<file path="config.mk">
export PLATFORM = sky130hd
export DESIGN_NAME = multicycle_ctrl
export DESIGN_NICKNAME = d
export VERILOG_FILES = /design/src/rtl/multicycle_ctrl.sv
export SDC_FILE = /design/constraint.sdc
export NUM_CORES = 1
export LEC_CHECK = 0
export BUFFER_PORTS_ARGS = -buffer_cell sky130_fd_sc_hd__buf_4
export CORE_MARGIN = 3
export CORE_UTILIZATION = 40
export CTS_BUF_LIST = sky130_fd_sc_hd__clkbuf_4
export DETAILED_ROUTE_END_ITERATION = 10
export PLACE_DENSITY = 0.62
export SLEW_MARGIN = 25
export SYNTH_ARGS = -nofsm -noshare
export SYNTH_HDL_FRONTEND = slang
export SYNTH_SLANG_ARGS = --single-unit
</file>
<file path="constraint.sdc">
create_clock -name clk -period 2.4 [get_ports clk]
set_clock_uncertainty 0.2 [all_clocks]
set_input_delay 0.12 -clock clk [delete_from_list [all_inputs] [get_ports clk]]
set_output_delay 0.12 -clock clk [all_outputs]
set_load 0.005 [all_outputs]
</file>
<file path="src/rtl/multicycle_ctrl.sv">
`default_nettype none
// ============================================================================
// Module      : multicycle_ctrl
// Description : Multi-cycle control FSM for the RV64 datapath. Steps every
//               instruction through fetch/decode/execute/memory/writeback,
//               drives all datapath enables and mux selects, handshakes with
//               the instruction/data memories under a bounded wait, and
//               counts retired instructions.
// Revision    : 1.0 - initial release
// ============================================================================
module multicycle_ctrl #(
  parameter int TIMEOUT = 255,  // max cycles a memory req waits for ready (1..255)
  parameter int CNT_W   = 64    // retired-instruction counter width
) (
  input  logic             clk,
  input  logic             reset,       // asynchronous, active-low
  input  logic [6:0]       opcode,      // IR[6:0]
  input  logic [2:0]       funct3,      // IR[14:12]
  input  logic             zero,        // ALU zero flag
  input  logic             imem_ready,
  input  logic             dmem_ready,
  output logic             imem_req,
  output logic             dmem_req,
  output logic             mem_write,
  output logic             pc_write,
  output logic             pc_src,
  output logic             ir_write,
  output logic             reg_write,
  output logic             alu_src,
  output logic [1:0]       alu_op,
  output logic             mem_to_reg,
  output logic             illegal,
  output logic             bus_error,
  output logic [CNT_W-1:0] instret
);

  localparam logic [6:0] OP_R      = 7'b0110011;
  localparam logic [6:0] OP_I      = 7'b0010011;
  localparam logic [6:0] OP_LOAD   = 7'b0000011;
  localparam logic [6:0] OP_STORE  = 7'b0100011;
  localparam logic [6:0] OP_BRANCH = 7'b1100011;

  localparam logic [1:0] ALU_ADD   = 2'b00;
  localparam logic [1:0] ALU_SUB   = 2'b01;
  localparam logic [1:0] ALU_FUNCT = 2'b10;

  localparam logic [7:0] TIMEOUT_W = TIMEOUT[7:0];

  typedef enum logic [2:0] {
    ST_RST    = 3'd0,
    ST_FETCH  = 3'd1,
    ST_DECODE = 3'd2,
    ST_EXEC   = 3'd3,
    ST_MEM    = 3'd4,
    ST_WB     = 3'd5,
    ST_BRANCH = 3'd6
  } state_t;

  state_t           state_q, state_d;
  logic [7:0]       wait_q, wait_d;
  logic [CNT_W-1:0] instret_q, instret_d;

  // IR is stable from DECODE onward, so the opcode class can be decoded live.
  logic is_r, is_i, is_load, is_store, is_branch, is_ls, timeout_hit;

  assign is_r        = (opcode == OP_R);
  assign is_i        = (opcode == OP_I);
  assign is_load     = (opcode == OP_LOAD);
  assign is_store    = (opcode == OP_STORE);
  assign is_branch   = (opcode == OP_BRANCH);
  assign is_ls       = is_load | is_store;
  assign timeout_hit = (wait_q == TIMEOUT_W);

  assign instret = instret_q;

  // Next-state, wait counter, retire counter and Mealy output decode.
  always_comb begin
    state_d    = state_q;
    wait_d     = wait_q;
    instret_d  = instret_q;
    imem_req   = 1'b0;
    dmem_req   = 1'b0;
    mem_write  = 1'b0;
    pc_write   = 1'b0;
    pc_src     = 1'b0;
    ir_write   = 1'b0;
    reg_write  = 1'b0;
    alu_src    = 1'b0;
    alu_op     = ALU_ADD;
    mem_to_reg = 1'b0;
    illegal    = 1'b0;
    bus_error  = 1'b0;

    case (state_q)
      ST_RST: begin
        state_d = ST_FETCH;
        wait_d  = 8'd0;
      end

      ST_FETCH: begin
        if (imem_ready) begin
          // Ready beats a simultaneous timeout.
          imem_req = 1'b1;
          ir_write = 1'b1;
          pc_write = 1'b1;
          state_d  = ST_DECODE;
        end else if (timeout_hit) begin
          // Give up without touching IR/PC so the same PC is re-fetched.
          bus_error = 1'b1;
          wait_d    = 8'd0;
          state_d   = ST_FETCH;
        end else begin
          imem_req = 1'b1;
          wait_d   = wait_q + 8'd1;
        end
      end

      ST_DECODE: begin
        if (is_r || is_i || is_ls) begin
          state_d = ST_EXEC;
        end else if (is_branch) begin
          state_d = ST_BRANCH;
        end else begin
          // PC was already advanced during fetch; just move on.
          illegal = 1'b1;
          wait_d  = 8'd0;
          state_d = ST_FETCH;
        end
      end

      ST_EXEC: begin
        if (is_ls) begin
          alu_src = 1'b1;
          alu_op  = ALU_ADD;
          wait_d  = 8'd0;
          state_d = ST_MEM;
        end else begin
          alu_src = is_i;
          alu_op  = ALU_FUNCT;
          state_d = ST_WB;
        end
      end

      ST_MEM: begin
        if (dmem_ready) begin
          dmem_req  = 1'b1;
          mem_write = is_store;
          if (is_store) begin
            instret_d = instret_q + CNT_W'(1);
            wait_d    = 8'd0;
            state_d   = ST_FETCH;
          end else begin
            state_d = ST_WB;
          end
        end else if (timeout_hit) begin
          bus_error = 1'b1;
          wait_d    = 8'd0;
          state_d   = ST_FETCH;
        end else begin
          dmem_req  = 1'b1;
          mem_write = is_store;
          wait_d    = wait_q + 8'd1;
        end
      end

      ST_WB: begin
        reg_write  = 1'b1;
        mem_to_reg = is_load;
        instret_d  = instret_q + CNT_W'(1);
        wait_d     = 8'd0;
        state_d    = ST_FETCH;
      end

      ST_BRANCH: begin
        alu_src = 1'b0;
        alu_op  = ALU_SUB;
        wait_d  = 8'd0;
        state_d = ST_FETCH;
        case (funct3)
          3'b000: begin
            pc_write  = zero;
            pc_src    = zero;
            instret_d = instret_q + CNT_W'(1);
          end
          3'b001: begin
            pc_write  = ~zero;
            pc_src    = ~zero;
            instret_d = instret_q + CNT_W'(1);
          end
          default: begin
            illegal = 1'b1;
          end
        endcase
      end

      default: begin
        state_d = ST_RST;
      end
    endcase
  end

  // State, wait counter and retire counter registers.
  always_ff @(posedge clk or negedge reset) begin
    if (!reset) begin
      state_q   <= ST_RST;
      wait_q    <= 8'd0;
      instret_q <= '0;
    end else begin
      state_q   <= state_d;
      wait_q    <= wait_d;
      instret_q <= instret_d;
    end
  end

endmodule
`default_nettype wire

</file>
* Word-level counts from Yosys, hierarchy flattened
Cells that the tools add are included. W data, S select, Z words.
Operators by class: multiplexer cells 47, eq/ne operators 21, add/subtract/negate cells 2, bitwise gates (word level) 2, reduce and logical (&&, ||, !) cells 10
Operators with widths (count):
- $mux W64 | 3
- $pmux W64 S3 | 1
- $add A64 B1 Y64 const B | 1
- $mux W8 | 7
- $pmux W8 S5 | 1
- $mux W1 | 22
- $mux W3 | 6
- $pmux W3 S5 | 1
- $eq A7 B6 Y1 const B | 2
- $ne A2 B2 Y1 const B | 7
- $eq A3 B3 Y1 const B | 3
- $add A8 B1 Y8 const B | 1
- $eq A8 B8 Y1 const B | 1
- $pmux W1 S2 | 4
- $eq A7 B2 Y1 const B | 1
- $eq A7 B5 Y1 const B | 1
- $eq A7 B7 Y1 const B | 1
- $eq A3 B1 Y1 const B | 2
- $eq A3 B2 Y1 const B | 2
- $logic_not A3 Y1 | 2
- $reduce_and A6 Y1 | 1
- $reduce_bool A5 Y1 | 1
- $pmux W2 S2 | 1
- $reduce_and A4 Y1 | 1
- other kinds (8) | 9
Storage, ports and cells: output and inout bits 77, register bits after elaboration 75, logic and storage cells 85, input port bits 15

* Longest topological paths before layout
Gate-level depths: netlist of the first run.
depth after elaboration 5, mapped depth 8, gate-level depth less buffers 6

* Least setup slack after synthesis of the first run
OpenSTA, ideal clock, no wires.
path type reg2reg, start point register state_q[0], end point register instret_q[19] (netlist: instret[19]), library setup time 0.124 ns, cell stages (with the launch flop) 7, arrival 2.047 ns, setup slack 0.029 ns, path buffers 1, clock period less this slack 2.371 ns, required time 2.076 ns, path through dfrtp_1 -> buf_6 -> o31a_1 -> or4_4 -> nor4_4 -> nand4_1 -> xnor2_1
On the way: longest elaborated chain between the ends 3, elaborated cells between the ends (all ways) 9, those cells by class 6 x eq/ne; 1 x mux; 2 x reduce/logical
Ends and longest elaborated chain:
- start, declared | RTL line 59 | state_t state_q, state_d;
- start signal, assigned | RTL line 209 | state_q <= state_d;
- $eq A3 B3 Y1 | RTL line 94 | case (state_q)
- $ne A2 B2 Y1 (no line) / $reduce_bool A3 Y1 (equally long branches)
- $reduce_and A4 Y1 (no line)
- end signal, assigned | RTL line 211 | instret_q <= instret_d;
- end, declared | RTL line 61 | logic [CNT_W-1:0] instret_q, instret_d;
Several ways; a longest one is shown, not always the timed one. A chain may end at the register's enable or synchronous reset.

* Final worst setup path of the first run
start point input opcode[4], end point register instret_q[53] (netlist: instret[53])
On the way: longest elaborated chain between the ends 3
Ends and longest elaborated chain:
- start, declared | RTL line 17 | input logic [6:0] opcode,
- $eq A7 B6 Y1 | RTL line 69 | assign is_store = (opcode == OP_STORE);
- $ne A2 B2 Y1 (no line)
- $reduce_and A4 Y1 (no line)
Every way passes these cells.

==> flow_summary.ini, run 1 <==
[yosys]
synth_fp_nets = 443
syn_area_mm2 = 0.00409
yosysSeqAreaShare = 0.458
syn_area_per_cell_um2 = 9.61
synth_edf_count = 0
ys.flop_type = dfrtp_1
async_reset_ff_frac = 1.00
synth_cell_type_count = 51
synth_seq_cells = 75
yosys_warnings = 0
synthCells = 426

[drt]
drtIter0Drc = 180
routed_wl_um = 11100
drc = 0
vias_per_cell = 5.38
wire_per_inst_um = 15.9
vias = 3774
drt_first_pass_iters = 4
antenna_left = 0

[sta]
slew_headroom = 0.541
fmax_ghz = 0.426
rsz0062_at_grt = yes
maxSlewViolCount = 0
hold_viol = 0
tightestPinTransition_ps = 688
tns_ps = 0
hold-worst-slack_ps = 65.5
fin_crit_sh = 0.977
finalSetupViolations = 0
period_minus_slack_ps = 2340
setup_slack_ps = 55.3

[critical_path]
path_class = primary input to flop
reg2reg_slack_ps = 100
timing.rr.end = instret[59]$_DFFE_PN0P_
r2r_start = instret[34]$_DFFE_PN0P_
cp.arrival_ps = 2480
crit_required_ps = 2540
critPathLaunchType = primary input
worstPathMaxFanout = 9
reg2reg_depth = 6
end_kind = flop

[placed_design]
dpl_cell_area_mm2 = 0.00513
globalplace.congestion = 0.852
portBuffers = 91
dp_hpwl_um = 8050
post-place-ws_ps = 39.8

[floorplan]
pin_count = 92
die_area_mm2 = 0.0115
start_util = 0.415
rows = 36
fp.dieH_um = 107
core_mm2 = 0.00986
dieWidth_um = 107

[pwr]
p_leak_nw = 2.43
p_per_area_mw_per_mm2 = 555
p_total_w = 0.00301
ir_drop_v = 0.000449

[cells_and_area]
stdcell_area_mm2 = 0.00542
regArea_mm2 = 0.00188
area_growth_pct = 32.4
drive_gt1_frac = 0.290
antenna_cells = 0
multi_input_area_mm2 = 0.00219
layout_common_cells = 127 x buf_4, 74 x dfrtp_1, 44 x nand2_1
final_common_cell = buf_4
nets = 581
n_fill_cell = 928

[clock_tree]
tritoncts = yes
clock-sinks = 75
cts_root_buf = clkbuf_4
path_clk_slew_ps = 110
cts_max_level = 3
cts_max_path_buffers = 2
cts_inserted_buffers = 9
clk-insertion-delay-late_ps = 420

[global_route]
track_usage = 0.195
grt_pass1_vias = 3607
grt_max_degree = 76
grt_first_pass_wirelength_um = 17900
overflow = 0
antenna_found_initial = 0

[outcome]
status = completed

[min_path]
hold_class = primary input to flop
min-delay-start = opcode[6]
holdPathEnd = state_q[2]$_DFF_PN0_
min_path_cells = 4

[job]
drv_cap = 0
[worst max path at each step]
stage / to / slack (ps) / from / depth (start not counted)
floorplan: instret[19]$_DFFE_PN0P_ / 30 / state_q[0]$_DFF_PN0_ / 6
global placement: instret[19]$_DFFE_PN0P_ / 80 / state_q[0]$_DFF_PN0_ / 5
detailed placement: instret[19]$_DFFE_PN0P_ / 40 / state_q[0]$_DFF_PN0_ / 5
CTS: instret[19]$_DFFE_PN0P_ / 20 / state_q[0]$_DFF_PN0_ / 5
global route: mem_write / -50 / wait_q[0]$_DFFE_PN0P_ / 6
finish: instret[53]$_DFFE_PN0P_ / 60 / opcode[4] / 9
[layout make-up]
class	instances	share of cell area
Sequential cell	75	0.346
Timing Repair Buffer	135	0.191
Clock buffer	11	0.0152
Clock inverter	4	0.00346
Multi-Input combinational cell	330	0.404
Inverter	13	0.00900
Tap cell	133	0.0307
[stage by stage]
step | util | std cells
floorplan | - | 426
global placement | 0.520 | 673
detailed placement | 0.520 | 673
CTS | 0.538 | 695
global route | 0.549 | 701
finish | 0.549 | 701
[critical path: stages]
cell	delay, ps
dlygate4sd3_1	560
buf_4	150
nand2b_1	220
o41ai_4	400
buf_4	210
nand4_2	100
buf_4	210
nor4_1	330
xor2_1	180
[metal layers]
| metal | wire length, um | track usage | part of all wire |
|---|---|---|---|
| met5 | 0 | 0 | 0 |
| met2 | 5400 | 0.308 | 0.48 |
| met4 | 129 | 0.0402 | 0.012 |
| met1 | 5210 | 0.273 | 0.47 |
| met3 | 415 | 0.0464 | 0.037 |
[cell usage after synthesis, drive strengths merged (6+ instances only)]
cell    instances  area, um2
nor2           25       93.8
inv            13       48.8
dfrtp          75       1880
nor4           30        218
xor2           39        342
and3           11       68.8
nand2          45        171
o31ai           9       67.6
nor3b           7       52.6
nor3           23        115
nand2b          6       37.5
nand4          19        125
xnor2          25        219
nand3          39        195
[kinds of logic (layout without fill, tap and decap cells)]
kind of cell / after synthesis / in the layout / share of synthesized area
adder cells (fa/ha/maj): 2 / 2 / 0.00611
AO/OA/AOI/OAI: 34 / 34 / 0.0685
buffers and inverters: 21 / 163 / 0.0223
flip-flops: 75 / 75 / 0.458
AND/OR/NAND/NOR: 230 / 230 / 0.308
XOR/XNOR: 64 / 64 / 0.137
[sequential cells by signal (all words and copies together), names as in the netlist]
name,count
wait_q,8
state_q,3
instret,64
[timing repair]
| action | 4_1_cts | 5_1_grt |
|---|---|---|
| pin swaps | 0 | 6 |
| resized for setup | 1 | 13 |
| buffers inserted | 0 | 7 |
| setup endpoints to repair | 2 | 33 |
| hold buffers | 7 | 0 |
| hold endpoints to repair | 80 | 0 |
[report_power, final]
part,switching [W],total (W),internal [W]
Combinational,0.000488,0.000945,0.000458
Sequential,0.0000935,0.00142,0.00133
Clock,0.000419,0.000642,0.000223
No activity file was read; power rests on OpenSTA's default activity.
==> inputs of run 2 (changes only) <==
--- a/config.mk
+++ b/config.mk
@@ -11,6 +11,7 @@
 export CTS_BUF_LIST = sky130_fd_sc_hd__clkbuf_4
 export DETAILED_ROUTE_END_ITERATION = 10
 export PLACE_DENSITY = 0.62
+export RECOVER_POWER = 100
 export SLEW_MARGIN = 25
 export SYNTH_ARGS = -nofsm -noshare
 export SYNTH_HDL_FRONTEND = slang
==> run 2 against run 1 <==
  * The run now ends with max-capacitance violations, max-slew violations left
  * Fmax down 0.16%
  * Flip-flop and latch count unchanged
  * Sequential share of layout area up 0.44 points
  * Count of clock-buffer cells in the layout unchanged
  * Via count up 0.50%
  * Total power down 0.11%
  * Largest power group unchanged
==> flow_summary.ini, run 2 (synthesis gave the netlist of run 1 again) <==
[outcome]
status = finished, violations left
violations = max-capacitance violations, max-slew violations

[global_route]
track_usage = 0.195
grt_first_pass_wirelength_um = 17900
antenna_found_initial = 0
overflow = 0
grt_max_degree = 76
grt_pass1_vias = 3607

[critical_path]
reg2reg_depth = 6
path_class = primary input to flop
slowest_delay_ps = 560
critPathLaunchType = primary input
startpoint = opcode[4]
critPathCapture = instret[53]$_DFFE_PN0P_
timing.rr.end = instret[59]$_DFFE_PN0P_
worstPathMaxFanout = 9
end_kind = flop
crit_required_ps = 2540
crit_top_cell = buf_4
path_cells = dlygate4sd3_1, buf_4, nand2b_1, o41ai_4, buf_4, nand4_2, buf_4, nor4_1, xor2_1
cp_slowest_cell = dlygate4sd3_1
cp.arrival_ps = 2490
reg2reg_slack_ps = 90
r2r_start = instret[34]$_DFFE_PN0P_

[clock_tree]
clock-sinks = 75
cts_root_buf = clkbuf_4
cts_max_level = 3
cts_max_path_buffers = 2
cts_inserted_buffers = 9
clk-insertion-delay-late_ps = 420
path_clk_slew_ps = 110
tritoncts = yes

[placed_design]
dp_hpwl_um = 8050
dpl_cell_area_mm2 = 0.00513
globalplace.congestion = 0.852
portBuffers = 91
place_inst = 673

[pwr]
p_leak_nw = 2.34
ir_drop_v = 0.000447
p_per_area_mw_per_mm2 = 562

[floorplan]
die_area_mm2 = 0.0115
fp.dieH_um = 107
start_util = 0.415
pin_count = 92
rows = 36
core_mm2 = 0.00986
dieWidth_um = 107

[cells_and_area]
nets = 581
drive_gt1_frac = 0.259
stdcell_count = 701
area_growth_pct = 30.7
largest_reg_flops = 64
stdcell_area_mm2 = 0.00535
antenna_cells = 0
final_common_cell = dfrtp_1
layout_common_cells = 75 x dfrtp_1, 65 x buf_4, 56 x clkbuf_4

[drt]
antenna_left = 0
vias_per_cell = 5.41
drt_first_pass_iters = 4
routed_wl_um = 11100
vias = 3793
drc = 0
wire_per_inst_um = 15.9
drtIter0Drc = 174

[min_path]
hold_class = primary input to flop

[job]
drv_cap = 1

[sta]
tightestPinTransition_ps = 1690
maxSlewViolCount = 76
period_minus_slack_ps = 2350
slew_headroom = -0.126
rsz0062_at_grt = yes
fmax_ghz = 0.426
finalSetupViolations = 0
fin_crit_sh = 0.979
hold_viol = 0
## run 2: critical path, delay by kind of cell
kind / cells / cell delay [ps]
AO/OA/AOI/OAI: 1 / 400
AND/OR/NAND/NOR: 3 / 660
XOR/XNOR: 1 / 180
buffers and inverters: 4 / 1130
## run 2: area by class of cell
type | count | area [um2]
multi-input combinational | 330 | 2190
inverter | 13 | 48.8
tap | 133 | 166
timing repair buffer | 135 | 965
clock buffer | 11 | 82.6
sequential | 75 | 1880
clock inverter | 4 | 18.8
fill | 943 | 4520
## run 2: power breakdown
group	internal [W]	total, W	switching, W
combinational	0.000452	0.000941	0.000489
sequential	0.00133	0.00142	0.0000933
clock	0.000223	0.000644	0.000421
## run 2: what timing repair did
action / CTS / global route
setup buffers: 0 / 7
pin swaps: 0 / 6
endpoints found under the hold margin: 80 / 0
hold buffers: 7 / 0
setup endpoints to repair: 2 / 33
gates resized for setup: 1 / 13
## run 2: worst min path at each step
stage,to,slack (ps),depth (start not counted),start
after detailed placement,instret[47]$_DFFE_PN0P_,130,1,reset
final,state_q[2]$_DFF_PN0_,60,4,opcode[6]
after global placement,instret[47]$_DFFE_PN0P_,130,1,reset
after CTS,instret[0]$_DFFE_PN0P_,20,4,opcode[6]
after floorplan,instret[0]$_DFFE_PN0P_,-380,0,reset
after global routing,state_q[2]$_DFF_PN0_,80,4,opcode[6]
## run 2: per-layer routing
| metal | vias up | wire length (um) | share of wire | track usage |
|---|---|---|---|---|
| met5 | - | 0 | 0 | 0 |
| met4 | 0 | 129 | 0.012 | 0.0402 |
| met3 | 10 | 460 | 0.041 | 0.0464 |
| met2 | 90 | 5360 | 0.48 | 0.308 |
| met1 | 1864 | 5180 | 0.47 | 0.273 |
| li1 | 1829 | - | - | - |
## run 2: through the flow
step	total power, W	setup TNS, ps	setup WS, ps	util	hold slack, ps
floorplan	0.00198	0	28.7	-	-376
global placement	0.00229	0	82.5	0.520	134
detailed placement	0.00231	0	39.8	0.520	130
CTS	0.00299	0	17.7	0.538	15.3
global route	0.00322	-229	-47.5	0.542	80.3
finish	0.00301	0	51.5	0.542	62.4
